<file path="src/rtl/keypad_scanner.sv">
// Debounced 4x4 matrix-keypad scanner: walks an active-low row drive, debounces the
// synchronized columns on divider ticks and reports one {row,col} code per keystroke.
module keypad_scanner #(
    parameter int SCAN_DIV = 50000,
    parameter int DB_COUNT = 4
) (
    input  logic       clk,
    input  logic       rst,
    input  logic [3:0] column_in,
    output logic [3:0] row_sweep,
    output logic [7:0] enc_out,
    output logic       pressed
);

    localparam int DIV_W = $clog2(SCAN_DIV);
    localparam int CNT_W = $clog2(DB_COUNT + 1);
    localparam logic [DIV_W-1:0] DIV_LAST = DIV_W'(SCAN_DIV - 1);
    localparam logic [CNT_W-1:0] CNT_DONE = CNT_W'(DB_COUNT);

    localparam logic [1:0] ST_SCAN     = 2'd0;
    localparam logic [1:0] ST_DEBOUNCE = 2'd1;
    localparam logic [1:0] ST_HELD     = 2'd2;

    logic [3:0]       r_sync1;
    logic [3:0]       r_col_s;
    logic [DIV_W-1:0] r_div;
    logic [1:0]       r_state;
    logic [3:0]       r_row;
    logic [3:0]       r_cap_col;
    logic [CNT_W-1:0] r_cnt;
    logic [7:0]       r_enc;
    logic             r_pressed;

    logic             w_tick;
    logic [3:0]       w_col_n;
    logic             w_idle;
    logic             w_single;
    logic [3:0]       w_row_next;
    logic [CNT_W-1:0] w_cnt_inc;

    assign w_tick     = (r_div == DIV_LAST);
    assign w_col_n    = ~r_col_s;
    assign w_idle     = (r_col_s == 4'b1111);
    // Exactly one closed column: non-zero and a power of two.
    assign w_single   = (w_col_n != 4'd0) && ((w_col_n & (w_col_n - 4'd1)) == 4'd0);
    assign w_row_next = {r_row[2:0], r_row[3]};
    assign w_cnt_inc  = r_cnt + CNT_W'(1);

    always_ff @(posedge clk or posedge rst) begin
        if (rst) begin
            r_sync1   <= 4'b1111;
            r_col_s   <= 4'b1111;
            r_div     <= '0;
            r_state   <= ST_SCAN;
            r_row     <= 4'b1110;
            r_cap_col <= 4'b0000;
            r_cnt     <= '0;
            r_enc     <= 8'h00;
            r_pressed <= 1'b0;
        end else begin
            r_sync1   <= column_in;
            r_col_s   <= r_sync1;
            r_pressed <= 1'b0;
            r_div     <= w_tick ? '0 : r_div + DIV_W'(1);
            if (w_tick) begin
                case (r_state)
                    ST_SCAN: begin
                        if (w_single) begin
                            r_cap_col <= w_col_n;
                            r_cnt     <= CNT_W'(1);
                            r_state   <= ST_DEBOUNCE;
                        end else begin
                            r_row <= w_row_next;
                        end
                    end
                    ST_DEBOUNCE: begin
                        // Multi or idle samples can never equal the captured one-hot column.
                        if (w_col_n == r_cap_col) begin
                            if (w_cnt_inc == CNT_DONE) begin
                                r_enc     <= {~r_row, r_cap_col};
                                r_pressed <= 1'b1;
                                r_cnt     <= '0;
                                r_state   <= ST_HELD;
                            end else begin
                                r_cnt <= w_cnt_inc;
                            end
                        end else begin
                            r_cnt   <= '0;
                            r_row   <= w_row_next;
                            r_state <= ST_SCAN;
                        end
                    end
                    ST_HELD: begin
                        if (w_idle) begin
                            if (w_cnt_inc == CNT_DONE) begin
                                r_cnt   <= '0;
                                r_row   <= w_row_next;
                                r_state <= ST_SCAN;
                            end else begin
                                r_cnt <= w_cnt_inc;
                            end
                        end else begin
                            r_cnt <= '0;
                        end
                    end
                    default: begin
                        r_cnt   <= '0;
                        r_state <= ST_SCAN;
                    end
                endcase
            end
        end
    end

    assign row_sweep = r_row;
    assign enc_out   = r_enc;
    assign pressed   = r_pressed;

endmodule

</file>
<file path="config.mk">
export PLATFORM = sky130hd
export DESIGN_NAME = keypad_scanner
export DESIGN_NICKNAME = d
export VERILOG_FILES = /design/src/rtl/keypad_scanner.sv
export SDC_FILE = /design/constraint.sdc
export NUM_CORES = 1
export LEC_CHECK = 0
export ABC_AREA = 1
export BUFFER_PORTS_ARGS = -buffer_cell sky130_fd_sc_hd__clkbuf_2
export CAP_MARGIN = 5
export CORE_UTILIZATION = 35
export CTS_CLUSTER_SIZE = 16
export DETAILED_ROUTE_END_ITERATION = 6
export GPL_TIMING_DRIVEN = 0
export PLACE_DENSITY = 0.56
export SLEW_MARGIN = 15
export SYNTH_ARGS = -nofsm -noshare
export SYNTH_HDL_FRONTEND = slang
export SYNTH_SLANG_ARGS = --single-unit
</file>
<file path="constraint.sdc">
create_clock -name clk -period 3.2 [get_ports clk]
set_input_delay 0.32 -clock clk [delete_from_list [all_inputs] [get_ports clk]]
set_output_delay 0.32 -clock clk [all_outputs]
set_load 0.005 [all_outputs]
</file>
==> results of run 1 <==
[area by class of cell]
cell class | count | area, µm²
fillers | 643 | 3690
flip-flops and latches | 46 | 1160
multi-input cells | 188 | 995
inverters | 41 | 155
repair buffers | 20 | 120
well taps | 77 | 96.3
clock buffers | 6 | 82.6
clock inverters | 2 | 60.1
plain buffers | 2 | 22.5
[stage by stage]
step	util (%)	worst slack (ps)	power, W	hold WS, ps	cells
6_report	42.2	1430	0.00116	97.3	382
5_1_grt	42.2	1250	0.00121	73.9	382
4_1_cts	42.2	1410	0.00118	79.5	382
3_5_place_dp	39.8	1440	0.000640	316	373
3_3_place_gp	39.5	1150	0.000636	346	372
2_1_floorplan	-	1710	0.000626	324	277
[cell families (layout without fill, tap and decap cells)]
group	count (synthesis)	after routing	synth area share, %
XOR/XNOR	7	7	2.62
buffers and inverters	43	71	7.60
flip-flops	46	46	49.8
adder cells (fa/ha/maj)	3	3	1.61
AO/OA/AOI/OAI	27	27	8.19
AND/OR/NAND/NOR	151	151	30.1
[per-layer routing]
metal  part of all wire [%]  vias to the layer above
met1                     53                      789
met2                     43                       22
met3                    2.9                        5
met4                    1.3                        0
met5                      0                        -
li1                       -                      921
[power groups by stage]
| stage | combinational, W | clock [W] | sequential [W] |
|---|---|---|---|
| floorplan | 0.0000207 | 0 | 0.000605 |
| global placement | 0.0000293 | 0 | 0.000607 |
| detailed placement | 0.0000332 | 0 | 0.000607 |
| CTS | 0.0000343 | 0.000553 | 0.000596 |
| global route | 0.0000375 | 0.000576 | 0.000597 |
| finish | 0.0000325 | 0.000528 | 0.000596 |
[critical path, delay by kind of cell, from the launching register on]
family                     cells  cell delay, ps
and+or+nand+nor                7             780
AOI/OAI and AO/OA              1              40
DFF                            1             390
buffers and inverters          2             250
adders and majority gates      1             200
[how the worst max path moves through the flow]
stage / from / endpoint / slack [ps] / cells past startpoint
floorplan: r_div[0]$_DFF_PP0_ / r_cap_col[1]$_DFFE_PP0P_ / 1710 / 10
global placement: rst / r_div[11]$_DFF_PP0_ / 1150 / 2
detailed placement: r_div[0]$_DFF_PP0_ / enc_out[0]$_DFFE_PP0P_ / 1440 / 11
CTS: r_div[0]$_DFF_PP0_ / enc_out[7]$_DFFE_PP0P_ / 1410 / 11
global route: r_div[0]$_DFF_PP0_ / r_cnt[2]$_DFFE_PP0P_ / 1250 / 9
finish: r_div[0]$_DFF_PP0_ / enc_out[7]$_DFFE_PP0P_ / 1430 / 11
[sequential cells by signal, summed over array words and instances (netlist names)]
name       cells
enc_out        8
pressed        1
r_cap_col      4
r_cnt          3
r_col_s        4
r_div         16
r_state        2
r_sync1        4
row_sweep      4
[cells in the final DEF (no fill, tap or decap), drive strengths merged]
master | netlist | routed
nor2 | 43 | 43
clkbuf | 0 | 24
a21oi | 3 | 3
a211oi | 1 | 1
dfstp | 11 | 11
o21ai | 19 | 19
nand3 | 19 | 19
o21a | 1 | 1
dfrtp | 35 | 35
or2 | 2 | 2
xor2 | 5 | 5
ha | 3 | 3
nor3b | 2 | 2
nand4 | 6 | 6
xnor2 | 2 | 2
clkinv | 1 | 1
o211a | 1 | 1
bufinv | 0 | 2
inv | 40 | 40
nand2 | 77 | 77
nor3 | 2 | 2
buf | 2 | 3
dlygate4sd3 | 0 | 1
o21bai | 2 | 2
==> impl_metrics.json, run 1 <==
{
  "synth_area_per_cell_um2": 8.44,
  "die_area_um2": 7010,
  "design_area_um2": 2700,
  "p_leak_nw": 1.43,
  "timing.rr.start": "r_div[0]$_DFF_PP0_",
  "rsz0062_at_grt": "false",
  "syn_nets": 286,
  "n_antenna_cell": 0,
  "dp_hpwl_um": 3150,
  "grt_pass1_wl_um": 7480,
  "vias_per_cell": 4.55,
  "p_sw_share_pct": 19.3,
  "wl_per_cell_um": 11.0,
  "synth_cell_types": 31,
  "track_usage_pct": 13.4,
  "ir_drop_uv": 203,
  "status": "finished, final reports clean",
  "synth_top_area_cell": "dfrtp_1",
  "max_freq_mhz": 564,
  "rrSetupSlack_ps": 1430,
  "p_comb_share_pct": 2.8,
  "synth_area_um2": 2340,
  "coreArea_um2": 6390,
  "async_flop_share_pct": 100,
  "syn_to_final_growth_pct": 15.4,
  "setup_violations": 0,
  "end_kind": "register",
  "portBuffers": 18,
  "synth_seq_area_share_pct": 49.8,
  "cts_tree": "done",
  "path_max_fanout": 10,
  "drive_above_1_share_pct": 25.9,
  "nets": 313,
  "switching_power_w": 0.000223,
  "grt-busiest-layer": "met2",
  "dr.first_iter.drc_count": 98,
  "vias": 1737,
  "cts_root_buffer": "clkbuf_8",
  "gr-usage-met1_pct": 18.1,
  "antenna_found_initial": 0,
  "crit_chain": "ha_1 -> nand2_2 -> clkinv_2 -> nand2_2 -> nor2_1 -> nand2_1 -> nor2_1 -> nand2_2 -> buf_6 -> nand2_2 -> o21ai_2",
  "p_seq_share_pct": 51.5,
  "critPathArrivalTime_ps": 1970,
  "timing.rr.end": "enc_out[7]$_DFFE_PP0P_",
  "clk_path_buf_depth": 2,
  "cp_slowest_cell": "dfrtp_1",
  "synth_cells": 277,
  "dr.pass1.iters": 4,
  "grtUsageMet3_pct": 2.97,
  "min_delay_path_depth": 1,
  "worstSkewPairLatency_ps": 300,
  "cpPeakStageDelay_ps": 390,
  "top_level_ports": 19,
  "holdPathEnd": "r_sync1[2]$_DFF_PP1_",
  "path_clk_slew_ps": 80,
  "gp_congestion": 0.834,
  "finClkSkew_ps": 7.34,
  "grt_max_degree": 31,
  "min_period_ps": 1770,
  "use_met2_pct": 20.7,
  "antenna_left": 0,
  "ys_seq_elements": 46,
  "wirelength_um": 4220,
  "hp-start": "column_in[2]",
  "hold_class": "in2reg",
  "drc": 0,
  "drv_cap": 0,
  "setup_tns_ps": 0,
  "worstMarginPinSlew_ps": 395,
  "fin_crit_sh_pct": 55.5,
  "h-tree-depth": 2,
  "required_ps": 3390,
  "crit_type": "reg2reg",
  "dpl_cell_area_um2": 2540,
  "cts_resized": 0,
  "die_w_um": 83.7,
  "rows": 29,
  "worst_path_most_repeated_cell": "nand2_2",
  "die_y_um": 83.7,
  "ys_top_cells_by_count": "65 x nand2_1, 36 x inv_1, 36 x nor2_1, 35 x dfrtp_1, 17 x nand3_1",
  "ctsHoldBuffers": 1,
  "finalMaxSlewViolations": 0,
  "synth_edf_count": 0,
  "yosysTopAreaCellShare_pct": 37.5,
  "reg2reg_depth": 11,
  "p_per_area_nw_per_um2": 429,
  "synth_ff_type": "dfrtp_1",
  "cp-start-kind": "register",
  "first_global_vias": 1662,
  "tritoncts.num_buffers": 5,
  "yosysWarningCount": 0,
  "start_util_pct": 36.6,
  "intPower_w": 0.000934,
  "max-slew-margin-rel_pct": 73.7,
  "yosysMostFrequentCell": "nand2_1",
  "synth_area_leaders": "dfrtp_1 37%, dfstp_2 12%, nand2_1 10%, inv_1 5.8%, nor2_1 5.8%",
  "hold_violations": 0,
  "post_cts_buffers": 0,
  "p_clk_share_pct": 45.7,
  "grt-ovfl-total": 0,
  "cts_sinks": 46
}
(Power assumes the default switching activity.)
==> run 2, diff against run 1 <==
--- a/config.mk
+++ b/config.mk
@@ -5,14 +5,14 @@
 export SDC_FILE = /design/constraint.sdc
 export NUM_CORES = 1
 export LEC_CHECK = 0
-export ABC_AREA = 1
+export ABC_AREA = 0
 export BUFFER_PORTS_ARGS = -buffer_cell sky130_fd_sc_hd__clkbuf_2
 export CAP_MARGIN = 5
 export CORE_UTILIZATION = 35
 export CTS_CLUSTER_SIZE = 16
 export DETAILED_ROUTE_END_ITERATION = 6
 export GPL_TIMING_DRIVEN = 0
-export PLACE_DENSITY = 0.56
+export PLACE_DENSITY = 0.59
 export SLEW_MARGIN = 15
 export SYNTH_ARGS = -nofsm -noshare
 export SYNTH_HDL_FRONTEND = slang
==> constraint.sdc (replaced) <==
create_clock -name clk -period 1.57 [get_ports clk]
set_input_delay 0.157 -clock clk [delete_from_list [all_inputs] [get_ports clk]]
set_output_delay 0.157 -clock clk [all_outputs]
set_load 0.005 [all_outputs]
==> run 2 against run 1 <==
  * The flow now finishes with violations (negative setup slack)
  * Synthesized cell count fell by 38%
  * First-iteration DRC count fell by 55%
  * Maximum frequency fell by 12%
  * Design area rose by 8.5%
  * Cell count fell by 20%
  * Die area fell by 13%
  * Setup slack got worse by 1900 ps
  * Routed wire length fell by 3.2%
  * Non-clock buffer count rose by 34
  * Largest power group unchanged
==> impl_metrics.json, run 2 <==
{
  "yosysMostFrequentCell": "dfrtp_1",
  "antenna_left": 0,
  "stdcell_count": 307,
  "synth_top_area_cell": "dfrtp_1",
  "largest_reg_flops": 16,
  "dpl_cell_area_um2": 2320,
  "synth_top_family_by_area": "simple AND/OR/NAND/NOR gates",
  "dr_wl_met2_um": 1960,
  "h-tree-depth": 2,
  "largest_register": "r_div",
  "ir_drop_uv": 572,
  "dr.first_iter.drc_count": 44,
  "yosysTopAreaCellShare_pct": 43.3,
  "synth_cell_types": 38,
  "synth_area_per_cell_um2": 11.8,
  "tritoncts.num_buffers": 5,
  "p_leak_nw": 1.31,
  "start_util_pct": 36.5,
  "gp_congestion": 0.738,
  "finalMaxSlewViolations": 0,
  "layout_commonest_cell": "dfrtp_1",
  "crit_type": "reg2reg",
  "synth_edf_count": 0,
  "hold_class": "in2async",
  "wl_per_cell_um": 13.3,
  "nets": 243,
  "setup_violations": 30,
  "violations": "negative setup slack",
  "portBuffers": 18,
  "path_max_fanout": 6,
  "synth_ff_type": "dfrtp_1",
  "synth_area_um2": 2020,
  "fin_ws_ps": -438,
  "grt_pass1_wl_um": 6770,
  "vias_per_cell": 4.85,
  "drv_cap": 0,
  "setup_tns_ps": -6340,
  "ys_seq_elements": 46,
  "wirelength_um": 4080,
  "cpPeakStageDelay_ps": 630,
  "track_usage_pct": 14.2,
  "syn_nets": 181,
  "synth_seq_area_share_pct": 57.5,
  "synth_fa_ha_area_share_pct": 1.85,
  "required_ps": 1760,
  "max-slew-margin-rel_pct": 67.9,
  "async_flop_share_pct": 100,
  "cts_sinks": 46,
  "syn_to_final_growth_pct": 44.5,
  "top_layer_used": "met4",
  "worstSkewPairLatency_ps": 300,
  "die_y_um": 78.1,
  "cts_root_buffer": "clkbuf_8",
  "dr.pass1.iters": 4,
  "top_level_ports": 19,
  "crit_chain": "nand4_1 -> nor2_2 -> nand2_2 -> a2111oi_4 -> buf_4 -> mux2_4",
  "path_buf_inv": 1,
  "n_antenna_cell": 0,
  "critPathArrivalTime_ps": 2200,
  "drc": 0,
  "synth-simple-area-share_pct": 18.0,
  "dp_hpwl_um": 2440,
  "die_area_um2": 6090,
  "met3_length_um": 95,
  "min_period_ps": 2010,
  "ys_top_cells_by_count": "35 x dfrtp_1, 14 x nand2_1, 14 x nor2_1, 11 x dfstp_2, 10 x o21ai_0",
  "yosysWarningCount": 0,
  "synth_compound_gate_area_share_pct": 6.92,
  "grt_max_degree": 38,
  "end_kind": "register",
  "grt-ovfl-total": 0,
  "dp_cells": 263,
  "first_global_vias": 1422,
  "p_per_area_nw_per_um2": 723,
  "status": "complete, but fails checks",
  "critical-path-top-delay-family": "flip-flops",
  "path_clk_slew_ps": 90,
  "cp-start-kind": "register",
  "coreArea_um2": 5540,
  "die_w_um": 78.1,
  "drive_above_1_share_pct": 51.9,
  "worstMarginPinSlew_ps": 480,
  "yosys.area_share.xor_xnor_pct": 7.79,
  "finClkSkew_ps": 7.80,
  "fin_crit_sh_pct": 128,
  "clk_path_buf_depth": 2,
  "yosys-mux-area-fraction_pct": 5.93,
  "antenna_found_initial": 0,
  "max_freq_mhz": 498,
  "met1_length_um": 1970,
  "synth_cells": 172,
  "rsz0062_at_grt": "true",
  "cp_slowest_cell": "dfstp_2",
  "design_area_um2": 2930,
  "vias": 1490,
  "layout_common_cells": "33 x dfrtp_1, 22 x buf_4, 18 x clkbuf_2",
  "pre_cts_ws_ps": -745,
  "synth_area_leaders": "dfrtp_1 43%, dfstp_2 14%, mux2_2 3.9%, xnor2_1 3.9%, xor2_1 3.9%",
  "cts_tree": "done",
  "rows": 27,
  "hold_violations": 0
}
==> run 2: changes by cell type after synthesis, sizes merged, moves of 4 or more <==
cell / change
nand2: -63
nor2: -29
o21ai: -9
xor2: +4
xnor2: +7
mux2: +8
inv: -32
nand3: -10
==> run 2: kinds of logic (layout without fill, tap and decap cells) <==
logic type	after synthesis	in the layout
multiplexers	11	11
flip-flops	46	46
adder cells (fa/ha/maj)	3	3
buffers and inverters	10	72
XOR/XNOR	18	18
AND/OR/NAND/NOR	62	63
AO/OA/AOI/OAI	22	22
==> run 2: layout make-up <==
class	instances	area, µm²
fill	478	2620
sequential	46	1170
multi-input combinational	117	1080
timing repair buffer	55	435
clock buffer	6	93.8
tap	72	90.1
inverter	8	30.0
buffer	1	15.0
clock inverter	2	13.8
==> run 2: path summary, 6_finish.rpt <==
| kind | startpoint | to | slack, ps | cells after the start |
|---|---|---|---|---|
| max in group asynchronous | rst | row_sweep[2]$_DFFE_PP1P_ | 750 | 4 |
| max | r_col_s[0]$_DFF_PP1_ | row_sweep[0]$_DFFE_PP0P_ | -440 | 6 |
| max reg2reg | r_col_s[0]$_DFF_PP1_ | row_sweep[0]$_DFFE_PP0P_ | -440 | 6 |
| min reg2reg | r_sync1[3]$_DFF_PP1_ | r_col_s[3]$_DFF_PP1_ | 360 | 0 |
| min in group clk | r_sync1[3]$_DFF_PP1_ | r_col_s[3]$_DFF_PP1_ | 360 | 0 |
| min | rst | r_div[3]$_DFF_PP0_ | 300 | 3 |
==> run 2: repair_timing <==
action	4_1_cts	5_1_grt
endpoints found under the setup margin	25	32
buffers inserted	21	12
pin swaps	14	16
cloned	1	0
gates resized for setup	26	32
endpoints found under the hold margin	13	0
hold buffers	5	0
==> run 2: routing by layer <==
layer	track usage, %	vias up
met2	21.1	18
met4	5.00	0
met3	3.84	5
li1	-	726
met5	0	-
met1	20.0	741
==> run 2: worst reg2reg max path, delay by kind of cell (launching register included) <==
kind,cells,cell delay [ps]
flip-flops,1,630
AND/OR/NAND/NOR,3,430
AO/OA/AOI/OAI,1,380
multiplexers,1,290
buffers and inverters,1,180
==> run 2: per-stage QoR <==
stage | util [%] | hold WS [ps] | total power, W
finish | 52.8 | 297 | 0.00211
global route | 52.8 | 310 | 0.00221
CTS | 49.1 | 300 | 0.00214
detailed placement | 41.8 | 83.2 | 0.00130
global placement | 41.5 | 244 | 0.00129
floorplan | - | 161 | 0.00127
==> run 2: power by group <==
part / internal [W] / leakage (nW) / total, W / switching [W]
Combinational: 0.0000366 / 0.670 / 0.0000806 / 0.0000439
Sequential: 0.00120 / 0.586 / 0.00122 / 0.0000131
Clock: 0.000413 / 0.0567 / 0.000817 / 0.000404
==> run 3, diff against run 2 <==
--- a/config.mk
+++ b/config.mk
@@ -12,7 +12,7 @@
 export CTS_CLUSTER_SIZE = 16
 export DETAILED_ROUTE_END_ITERATION = 6
 export GPL_TIMING_DRIVEN = 0
-export PLACE_DENSITY = 0.59
+export PLACE_DENSITY = 0.57
 export SLEW_MARGIN = 15
 export SYNTH_ARGS = -nofsm -noshare
 export SYNTH_HDL_FRONTEND = slang
==> constraint.sdc (replaced) <==
create_clock -name clk -period 1.9 [get_ports clk]
set_input_delay 0.19 -clock clk [delete_from_list [all_inputs] [get_ports clk]]
set_output_delay 0.19 -clock clk [all_outputs]
set_load 0.005 [all_outputs]
==> run 3 against run 2 <==
  * The run still ends with negative setup slack left
  * Critical path type unchanged
  * Hold slack improved by 25 ps
  * Sequential cell count did not move
  * Global-route usage fell by 1.5 points
  * Core utilization fell by 6.9 points
  * Highest routed layer unchanged
  * Clock power fell by 27%
  * Maximum frequency rose by 4.7%
  * Power fell by 22%
  * Largest power group unchanged
==> impl_metrics.json, run 3 (synthesis gave the netlist of run 2 again) <==
{
  "crit_type": "reg2reg",
  "tritoncts.num_buffers": 5,
  "rows": 27,
  "dr.first_iter.drc_count": 70,
  "cts_root_buffer": "clkbuf_8",
  "violations": "negative setup slack",
  "track_usage_pct": 12.7,
  "wl_per_cell_um": 12.2,
  "max_freq_mhz": 521,
  "die_y_um": 78.1,
  "drive_above_1_share_pct": 35.5,
  "coreArea_um2": 5540,
  "vias": 1355,
  "grt-ovfl-total": 0,
  "rsz0062_at_grt": "true",
  "cts_tree": "done",
  "min_period_ps": 1920,
  "worstSkewPairLatency_ps": 300,
  "drv_cap": 0,
  "required_ps": 2090,
  "largest_register": "r_div",
  "critPathArrivalTime_ps": 2110,
  "fillers": 520,
  "layout_commonest_cell": "dfrtp_1",
  "die_w_um": 78.1,
  "start_util_pct": 36.5,
  "ir_drop_uv": 558,
  "holdWs_ps": 322,
  "hold_violations": 0,
  "fin_crit_sh_pct": 101,
  "antenna_left": 0,
  "largest_reg_flops": 16,
  "hold_class": "in2async",
  "vias_per_cell": 4.69,
  "p_leak_nw": 1.15,
  "finClkSkew_ps": 14.1,
  "grt_max_degree": 38,
  "grt_pass1_wl_um": 6040,
  "dp_hpwl_um": 2380,
  "setup_violations": 7,
  "die_area_um2": 6090,
  "first_global_vias": 1300,
  "stdcell_count": 289,
  "max-slew-margin-rel_pct": 58.3,
  "syn_to_final_growth_pct": 25.7,
  "cts_sinks": 46,
  "antenna_found_initial": 0,
  "clk_path_buf_depth": 2,
  "finalMaxSlewViolations": 0,
  "gp_congestion": 0.756,
  "p_per_area_nw_per_um2": 648,
  "dp_cells": 263,
  "layout_common_cells": "35 x dfrtp_1, 18 x clkbuf_2, 14 x buf_4",
  "drc": 0,
  "path_clk_slew_ps": 90,
  "power_w": 0.00165,
  "worstMarginPinSlew_ps": 620,
  "status": "complete, but fails checks",
  "end_kind": "register",
  "fin_ws_ps": -18.4,
  "h-tree-depth": 2,
  "path_max_fanout": 6,
  "top_level_ports": 19,
  "portBuffers": 18,
  "n_antenna_cell": 0,
  "cp-start-kind": "register",
  "nets": 225,
  "dr.pass1.iters": 4,
  "wirelength_um": 3520
}
[run 3: cell count changes in the layout (fill, tap and decap cells not counted), sizes merged]
cell    delta
nand3      -1
buf       -18
clkinv     +1
[run 3: worst max-delay path, stage by stage, from the launching register on]
cell and delay [ps]:
dfstp_2 590, xnor2_1 80, or3_4 360, nor4_4 310, buf_4 190, mux2_4 290
[run 3: path summary, 6_finish.rpt]
path	startpoint	end	slack, ps	cells after the start
hold / removal	rst	r_div[2]$_DFF_PP0_	320	3
min in group clk	r_sync1[3]$_DFF_PP1_	r_col_s[3]$_DFF_PP1_	360	0
setup reg to reg	r_col_s[0]$_DFF_PP1_	enc_out[3]$_DFFE_PP0P_	-20	5
setup / recovery	r_col_s[0]$_DFF_PP1_	enc_out[3]$_DFFE_PP0P_	-20	5
hold reg to reg	r_sync1[3]$_DFF_PP1_	r_col_s[3]$_DFF_PP1_	360	0
max in group asynchronous	rst	row_sweep[3]$_DFFE_PP1P_	1050	4
[run 3: routing by layer]
metal / wire (µm) / vias up / GRT usage (%)
met1: 1800 / 652 / 17.5
li1: - / 684 / -
met2: 1570 / 13 / 18.9
met5: 0 / - / 0
met3: 77 / 6 / 2.79
met4: 70 / 0 / 6.11
[run 3: metrics by stage]
stage	setup slack [ps]	area, µm²	setup TNS, ps	utilization (%)
final	-18.4	2540	-104	45.9
after CTS	-18.8	2520	-65.9	45.4
after global placement	-361	2250	-3840	40.6
after floorplan	-123	2070	-427	-
after global routing	-108	2540	-1130	45.9
after detailed placement	-371	2270	-4030	41.0
[run 3: power breakdown]
part           leakage (nW)  switching (W)  internal (W)  total (W)
Sequential            0.590     0.00000904      0.000994    0.00100
Combinational         0.516      0.0000294     0.0000219  0.0000513
Clock                0.0484       0.000336      0.000260   0.000595
Total                  1.15       0.000374       0.00128    0.00165
[run 3: repair_timing]
action                                 in CTS  in global routing
setup endpoints to repair                  21                 20
pin swaps                                   6                  4
setup buffers                              12                  2
gates resized for setup                     8                  4
hold buffers                                5                  0
endpoints found under the hold margin      13                  0
[run 3: cell type report]
type / instances / area [µm²] / area share [%]
Sequential cell: 46 / 1160 / 45.8
Buffer: 1 / 7.51 / 0.295
Multi-Input combinational cell: 116 / 898 / 35.3
Inverter: 8 / 30.0 / 1.18
Timing Repair Buffer: 38 / 265 / 10.4
Clock inverter: 3 / 20.0 / 0.787
Tap cell: 72 / 90.1 / 3.54
Clock buffer: 5 / 68.8 / 2.70
